## config.mk

```make
export PLATFORM = sky130hd
export DESIGN_NAME = sram_burst_ctrl
export DESIGN_NICKNAME = d
export VERILOG_FILES = /design/src/rtl/sram_burst_ctrl.sv
export SDC_FILE = /design/constraint.sdc
export NUM_CORES = 1
export LEC_CHECK = 0
export CAP_MARGIN = 20
export CELL_PAD_IN_SITES_DETAIL_PLACEMENT = 0
export CELL_PAD_IN_SITES_GLOBAL_PLACEMENT = 1
export CORE_AREA = 4 4 211 213
export DETAILED_ROUTE_END_ITERATION = 8
export DIE_AREA = 0 0 215 217
export PLACE_DENSITY_LB_ADDON = 0.1
export SLEW_MARGIN = 20
export SYNTH_ARGS = -nofsm -noshare
export SYNTH_HDL_FRONTEND = slang
export SYNTH_SLANG_ARGS = --single-unit
```

## constraint.sdc

```tcl
create_clock -name CLK -period 3.9 [get_ports CLK]
set_input_delay 0.975 -clock CLK [delete_from_list [all_inputs] [get_ports CLK]]
set_output_delay 0.975 -clock CLK [all_outputs]
set_load 0.01 [all_outputs]
```

## src/rtl/sram_burst_ctrl.sv

```systemverilog
`default_nettype none
// ============================================================================
// sram_burst_ctrl : burst initiator for the banked SRAM wrapper, credit-gated
//                   read FIFO absorbs read-data backpressure.   Rev 1.0
// ============================================================================
module sram_burst_ctrl #(
  parameter int DATA_WIDTH    = 64,
  parameter int ADDR_WIDTH    = 15,
  parameter int LEN_WIDTH     = 16,
  parameter int READ_LATENCY  = 2,
  parameter int RD_FIFO_DEPTH = 4
) (
  input  logic                  CLK,
  input  logic                  reset,
  input  logic                  cmd_valid,
  output logic                  cmd_ready,
  input  logic                  cmd_write,
  input  logic [ADDR_WIDTH-1:0] cmd_addr,
  input  logic [LEN_WIDTH-1:0]  cmd_len,
  input  logic                  wr_valid,
  output logic                  wr_ready,
  input  logic [DATA_WIDTH-1:0] wr_data,
  input  logic [DATA_WIDTH-1:0] wr_bwe,
  output logic                  rd_valid,
  input  logic                  rd_ready,
  output logic [DATA_WIDTH-1:0] rd_data,
  output logic                  busy,
  output logic                  done,
  output logic                  sram_CEB,
  output logic                  sram_WEB,
  output logic [ADDR_WIDTH-1:0] sram_A,
  output logic [DATA_WIDTH-1:0] sram_D,
  output logic [DATA_WIDTH-1:0] sram_BWEB,
  input  logic [DATA_WIDTH-1:0] sram_Q
);

  localparam int CNT_W = $clog2(RD_FIFO_DEPTH + READ_LATENCY + 1);
  localparam int PTR_W = (RD_FIFO_DEPTH > 1) ? $clog2(RD_FIFO_DEPTH) : 1;

  typedef enum logic [1:0] {
    IDLE  = 2'd0,
    WRITE = 2'd1,
    READ  = 2'd2,
    DRAIN = 2'd3
  } state_t;

  state_t                state_q, state_d;
  logic [ADDR_WIDTH-1:0] addr_q, addr_d;
  logic [LEN_WIDTH-1:0]  cnt_q, cnt_d;
  logic                  done_q, done_d;
  logic [READ_LATENCY-1:0] vld_q;
  logic [DATA_WIDTH-1:0] fifo_mem [RD_FIFO_DEPTH];
  logic [PTR_W-1:0]      wptr_q, rptr_q;
  logic [CNT_W-1:0]      fifo_count_q;
  logic [CNT_W-1:0]      inflight;
  logic                  credit, issue_wr, issue_rd, push, pop, fifo_empty, drained;

  always_comb begin
    inflight = '0;
    for (int i = 0; i < READ_LATENCY; i++) begin
      inflight = inflight + CNT_W'(vld_q[i]);
    end
  end

  // Every issued read reserves a FIFO slot, so a returning word always fits.
  assign credit     = (fifo_count_q + inflight) < CNT_W'(RD_FIFO_DEPTH);
  assign issue_wr   = (state_q == WRITE) && wr_valid;
  assign issue_rd   = (state_q == READ) && credit;
  assign push       = vld_q[READ_LATENCY-1];
  assign fifo_empty = (fifo_count_q == '0);
  assign pop        = !fifo_empty && rd_ready;
  assign drained    = (inflight == '0) && fifo_empty;

  assign cmd_ready = (state_q == IDLE);
  assign wr_ready  = (state_q == WRITE);
  assign busy      = (state_q != IDLE);
  assign done      = done_q || ((state_q == DRAIN) && drained);
  assign rd_valid  = !fifo_empty;
  assign rd_data   = fifo_mem[rptr_q];

  assign sram_CEB  = !(issue_wr || issue_rd);
  assign sram_WEB  = !issue_wr;
  assign sram_A    = addr_q;
  assign sram_D    = wr_data;
  assign sram_BWEB = issue_wr ? ~wr_bwe : '1;

  always_comb begin
    state_d = state_q;
    addr_d  = addr_q;
    cnt_d   = cnt_q;
    done_d  = 1'b0;
    case (state_q)
      IDLE: begin
        if (cmd_valid) begin
          addr_d  = cmd_addr;
          cnt_d   = cmd_len;
          state_d = cmd_write ? WRITE : READ;
        end
      end
      WRITE: begin
        if (wr_valid) begin
          addr_d = addr_q + ADDR_WIDTH'(1);
          cnt_d  = cnt_q - LEN_WIDTH'(1);
          if (cnt_q == '0) begin
            state_d = IDLE;
            done_d  = 1'b1;
          end
        end
      end
      READ: begin
        if (credit) begin
          addr_d = addr_q + ADDR_WIDTH'(1);
          cnt_d  = cnt_q - LEN_WIDTH'(1);
          if (cnt_q == '0) state_d = DRAIN;
        end
      end
      DRAIN: begin
        if (drained) state_d = IDLE;
      end
      default: state_d = IDLE;
    endcase
  end

  always_ff @(posedge CLK or posedge reset) begin
    if (reset) begin
      state_q <= IDLE;
      addr_q  <= '0;
      cnt_q   <= '0;
      done_q  <= 1'b0;
      vld_q   <= '0;
    end else begin
      state_q <= state_d;
      addr_q  <= addr_d;
      cnt_q   <= cnt_d;
      done_q  <= done_d;
      vld_q   <= (vld_q << 1) | READ_LATENCY'(issue_rd);
    end
  end

  always_ff @(posedge CLK or posedge reset) begin
    if (reset) begin
      wptr_q       <= '0;
      rptr_q       <= '0;
      fifo_count_q <= '0;
    end else begin
      if (push) begin
        wptr_q <= (wptr_q == PTR_W'(RD_FIFO_DEPTH - 1)) ? '0 : wptr_q + PTR_W'(1);
      end
      if (pop) begin
        rptr_q <= (rptr_q == PTR_W'(RD_FIFO_DEPTH - 1)) ? '0 : rptr_q + PTR_W'(1);
      end
      case ({push, pop})
        2'b10:   fifo_count_q <= fifo_count_q + CNT_W'(1);
        2'b01:   fifo_count_q <= fifo_count_q - CNT_W'(1);
        default: fifo_count_q <= fifo_count_q;
      endcase
    end
  end

  always_ff @(posedge CLK) begin
    if (push) fifo_mem[wptr_q] <= sram_Q;
  end

endmodule
`default_nettype wire
```

### After elaboration in Yosys (flattened, before gate mapping)

Memory sizes are Yosys's and may differ from the RTL's.
Index checks and enable logic that the tools add are counted.

| cells by class | value |
|---|---|
| $add $sub $neg | 8 |
| $lt $le $gt $ge | 1 |
| equal/unequal tests | 13 |
| mux-type cells | 25 |
| bitwise operators | 2 |
| reduce and logical (&&, ||, !) cells | 19 |

Operators by type and width:

| operator | number |
|---|---|
| 64-bit two-way mux | 1 |
| 64-bit NOT | 1 |
| 16-bit two-way mux | 3 |
| 16-bit one-hot mux with 3 select lines | 1 |
| 15-bit two-way mux | 3 |
| 15-bit one-hot mux with 3 select lines | 1 |
| 2-bit two-way mux | 9 |
| 16-bit logical NOT | 1 |
| 16-bit by 1-bit subtractor with 16-bit output, second input constant | 1 |
| 15-bit by 1-bit adder with 15-bit output, second input constant | 1 |
| 2-bit == test, second input constant | 5 |
| 2-bit != test, second input constant | 4 |
| 2-bit one-hot mux with 4 select lines | 1 |
| 3-bit logical NOT | 2 |
| 3-bit one-hot mux with 2 select lines | 1 |
| 6-bit AND reduction | 1 |
| 1-bit logical AND | 5 |
| 1-bit two-way mux | 5 |
| 2-bit by 1-bit adder with 2-bit output, second input constant | 2 |
| 2-bit by 1-bit == test with 1-bit output, second input constant | 2 |
| 2-bit by 1-bit != test with 1-bit output, second input constant | 2 |
| 4-bit AND reduction | 1 |
| 2-bit nonzero test | 2 |
| 3-bit by 1-bit adder with 3-bit output, second input constant | 1 |
| other kinds (9) | 12 |

| storage, ports and cells | value |
|---|---|
| register bits | 43 |
| memory bits (writable) | 256 |
| bits of input ports | 229 |
| memories kept | 1 |

Memories:

| memory | depth | bits a word | read ports | clocked after Yosys merged registers in | wr ports | line | text |
|---|---|---|---|---|---|---|---|
| fifo_mem | 4 | 64 | 1 | 0 | 1 | 52 | `logic [DATA_WIDTH-1:0] fifo_mem [RD_FIFO_DEPTH];` |

### Depth between registers and ports, before layout

| logic depth | value |
|---|---|
| depth after elaboration | 6 |
| gate-level depth with buffers | 10 |

### Worst setup path after synthesis

Ideal clock, no wire load.

| path | value |
|---|---|
| path kind | input to output |
| start point | input wr_valid |
| end point | output sram_BWEB[13] |
| data arrival time | 1.801 ns |
| required time | 2.925 ns |
| path slack | 1.124 ns |
| cell stages on the path | 4 |
| path through | and2_1 clkbuf_1 buf_1 nand2_1 |

| between the ends | value |
|---|---|
| word-level cells in the longest chain between the ends | 2 |

Ends and longest elaborated chain:

| item | line | text |
|---|---|---|
| start: declaration | 20 | `input logic wr_valid,` |
| 1-bit logical AND | 67 | `assign issue_wr = (state_q == WRITE) && wr_valid;` |
| 64-bit two-way mux | 85 | `assign sram_BWEB = issue_wr ? ~wr_bwe : '1;` |
| end: declaration | 33 | `output logic [DATA_WIDTH-1:0] sram_BWEB,` |

Every way passes these cells.

### Worst setup path after layout

| path | value |
|---|---|
| start point | input wr_valid |
| end point | output sram_BWEB[46] |

The elaborated chain is that of the path after synthesis.

==> impl_metrics.csv <==
group,metric,value,unit
die,fp.dieW,215,um
pwr,cellPowerDensity,733,nW/um2
clock_network,numCtsBuffers,35,
worst_setup_path,cp_max_fo,17,
layout,nNetsFinal,1304,
clock_network,clockBufferDepth,3,
clock_network,clk_pin_slew,0.06,ns
yosys,synth_seq_cells,299,
yosys,syn_inst,785,
route,vias,7718,
timing,setup-tns-final,0,ns
clock_network,cts_tree,"done",
timing,fin_worst_skew,0.0177,ns
layout,final_cells,1629,
die,core_area,42700,um2
route,routed_wl,35600,um
layout,design_area,17200,um2
yosys,synth_area_leaders,"edfxtp_1 60%, mux4_2 11%, dfrtp_1 8.5%, buf_4 3.8%, nand2_1 2.7%",
timing,max_freq,272,MHz
yosys,yosysTopAreaCell,"edfxtp_1",
yosys,synth_top_family_by_area,"multiplexers",
run_status,outcome,"finished clean",
worst_setup_path,required,2.92,ns
route,drcViolationCount,0,
yosys,synth_sequential_area_ratio,68.9,%
clock_network,root_buffer,"clkbuf_16",
worst_setup_path,worstSetupPathType,"input pin to primary output",
place,hpwlAfterDp,24900,um
grt,gr-usage-met1,17.5,%
grt,grt_usage,15.0,%
grt,top_usage_layer,"met2",
clock_network,cts.repair.resized,0,
yosys,synth_mux_area_share,11.7,%
route,drtIter0Drc,412,
route,drtAntennaViolNets,0,
timing,hold_violations,0,
timing,max_slew_margin,46.0,%
yosys,synth_xor_area_share,0.344,%
yosys,syn_nets,1030,
die,num_rows,76,
timing,setup_viol,0,
die,die_h,217,um
grt,grt_max_degree,49,
die,dieArea,46700,um2
yosys,synth_flop_cell,"edfxtp_1",
yosys,yosysUniqueCellTypes,52,
route,vias_per_cell,4.74,
layout,area_growth,35.4,%
clock_network,post-cts-setup-buffers,0,
grt,met3_usage,6.12,%
die,initial_core_util,29.8,%
worst_setup_path,endpoint_kind,"primary output",
worst_setup_path,arrival,2.71,ns
place,globalplace.congestion,0.822,
yosys,synth_warnings,0,
yosys,syn-cell-area,12700,um2
worst_hold_path,hp-class,"register to register",
place,place_inst,1568,
route,avgRoutedWirePerCell,21.9,um
yosys,avgSynthCellArea,16.2,um2
clock_network,clock_latency,0.51,ns
timing,fin_ws,0.218,ns
clock_network,ctsHoldBuffers,0,
pwr,ir_drop,334,uV
worst_setup_path,worstSetupStartpointType,"input pin",
clock_network,cts_max_level,2,
place,portBuffers,314,
place,dp_slack,0.194,ns
grt,first_global_vias,8508,
clock_network,clock-sinks,299,
timing,fin_crit,3.68,ns
job,cap_violations,0,
pwr,power,12.6,mW
grt,grt_pass1_wl,53400,um
place,dpl_cell_area,16200,um2
yosys,synthSimpleGateAreaFrac,6.72,%
grt,grt.overflow.total,0,
timing,worst_slew_pin_slew,0.810,ns
grt,gr-usage-met2,25.9,%
pwr,leakage,5.78,nW
yosys,synthAdderAreaFrac,1.63,%
yosys,synth_edf_count,256,
yosys,synth_compound_area_share,5.12,%
route,drtPass1Iterations,4,
grt,grt_antenna_before_repair,7,
layout,drive_gt1_share,14.0,%
timing,post-route-period-util,94.4,%
yosys,async_reset_ff_share,14.4,%
yosys,synth_top_area_share,60.4,%
die,io_pins,443,
timing,rsz0062_at_grt,"no",
timing,slew_violations,0,
==> layout by cell type (no fill, tap or decap), types with 14 or more instances in the layout <==
cell type,n
mux4_2,64
clkbuf_16,36
buf_4,21
nand3_1,20
o21ai_0,31
inv_1,18
edfxtp_1,256
clkdlybuf4s50_1,314
ha_1,14
nand2_1,93
dfrtp_1,41
a21oi_1,33
==> area by class of cell <==
type                       instances  area, um2
inverter                          19       71.3
fill                            3929      25500
multi-input combinational        364       3250
tap                              546        683
clock buffer                      43        927
sequential                       299       8770
clock inverter                    17        118
timing repair buffer             340       3400
antenna                            1       2.50
==> path summary, 6_finish.rpt <==
path | from | slack [ns] | cells past startpoint | end
max | wr_valid | 0.22 | 5 | sram_BWEB[46]
min | vld_q[0] | 0.41 | 0 | vld_q[1]
max reg2reg | vld_q[1] | 1.16 | 8 | sram_A[14]
min reg2reg | vld_q[0] | 0.41 | 0 | vld_q[1]
max in group asynchronous | reset | 2.30 | 3 | sram_A[8]
min in group asynchronous | reset | 0.82 | 2 | cnt_q[1]
==> routing by layer <==
metal	up-vias	wire, um
met5	-	40
met4	6	752
met3	54	3110
met2	316	17800
met1	3824	13900
li1	3518	-
==> Yosys cell counts (7+ instances only) <==
| master | count |
|---|---|
| buf_2 | 10 |
| buf_1 | 8 |
| nand3_1 | 20 |
| o21ai_0 | 31 |
| dfrtp_1 | 43 |
| nand4_1 | 7 |
| a2bb2oi_1 | 12 |
| o22ai_1 | 7 |
| edfxtp_1 | 256 |
| a21oi_1 | 33 |
| nor2_1 | 8 |
| inv_1 | 19 |
| clkbuf_1 | 20 |
| ha_1 | 15 |
| mux4_2 | 64 |
| nand2_1 | 93 |
| buf_4 | 64 |
==> flip-flops by register name, summed over array words and instances, names as in the netlist <==
signal	count
fifo_mem	256
wptr_q	2
state_q	2
cnt_q	16
vld_q	2
rptr_q	2
done_q	1
fifo_count_q	3
sram_A	15
==> per-stage QoR <==
stage / utilization, % / hold WS (ns)
3_5_place_dp: 37.9 / 0.403
3_3_place_gp: 37.9 / 0.404
5_1_grt: 40.3 / 0.441
6_report: 40.3 / 0.413
2_1_floorplan: - / 0.380
4_1_cts: 40.3 / 0.418
==> report_power, final <==
group | leakage, nW | internal [mW] | switching [mW]
sequential | 2.81 | 4.09 | 0.525
combinational | 2.46 | 2.62 | 2.42
clock | 0.511 | 1.75 | 1.23
==> cell families (layout without fill, tap and decap cells) <==
| family | Yosys count | count (layout) |
|---|---|---|
| other | 0 | 1 |
| buffers and inverters | 122 | 419 |
| AO/OA/AOI/OAI | 103 | 103 |
| XOR/XNOR | 5 | 5 |
| multiplexers | 68 | 68 |
| adder cells (fa/ha/maj) | 16 | 16 |
| flip-flops | 299 | 299 |
| AND/OR/NAND/NOR | 172 | 172 |
==> worst max-delay path, stage by stage <==
cell,delay [ns]
clkdlybuf4s50_1,0.50
and2_2,0.45
buf_4,0.23
nand2_1,0.06
clkdlybuf4s50_1,0.48
(Power assumes the default switching activity.)
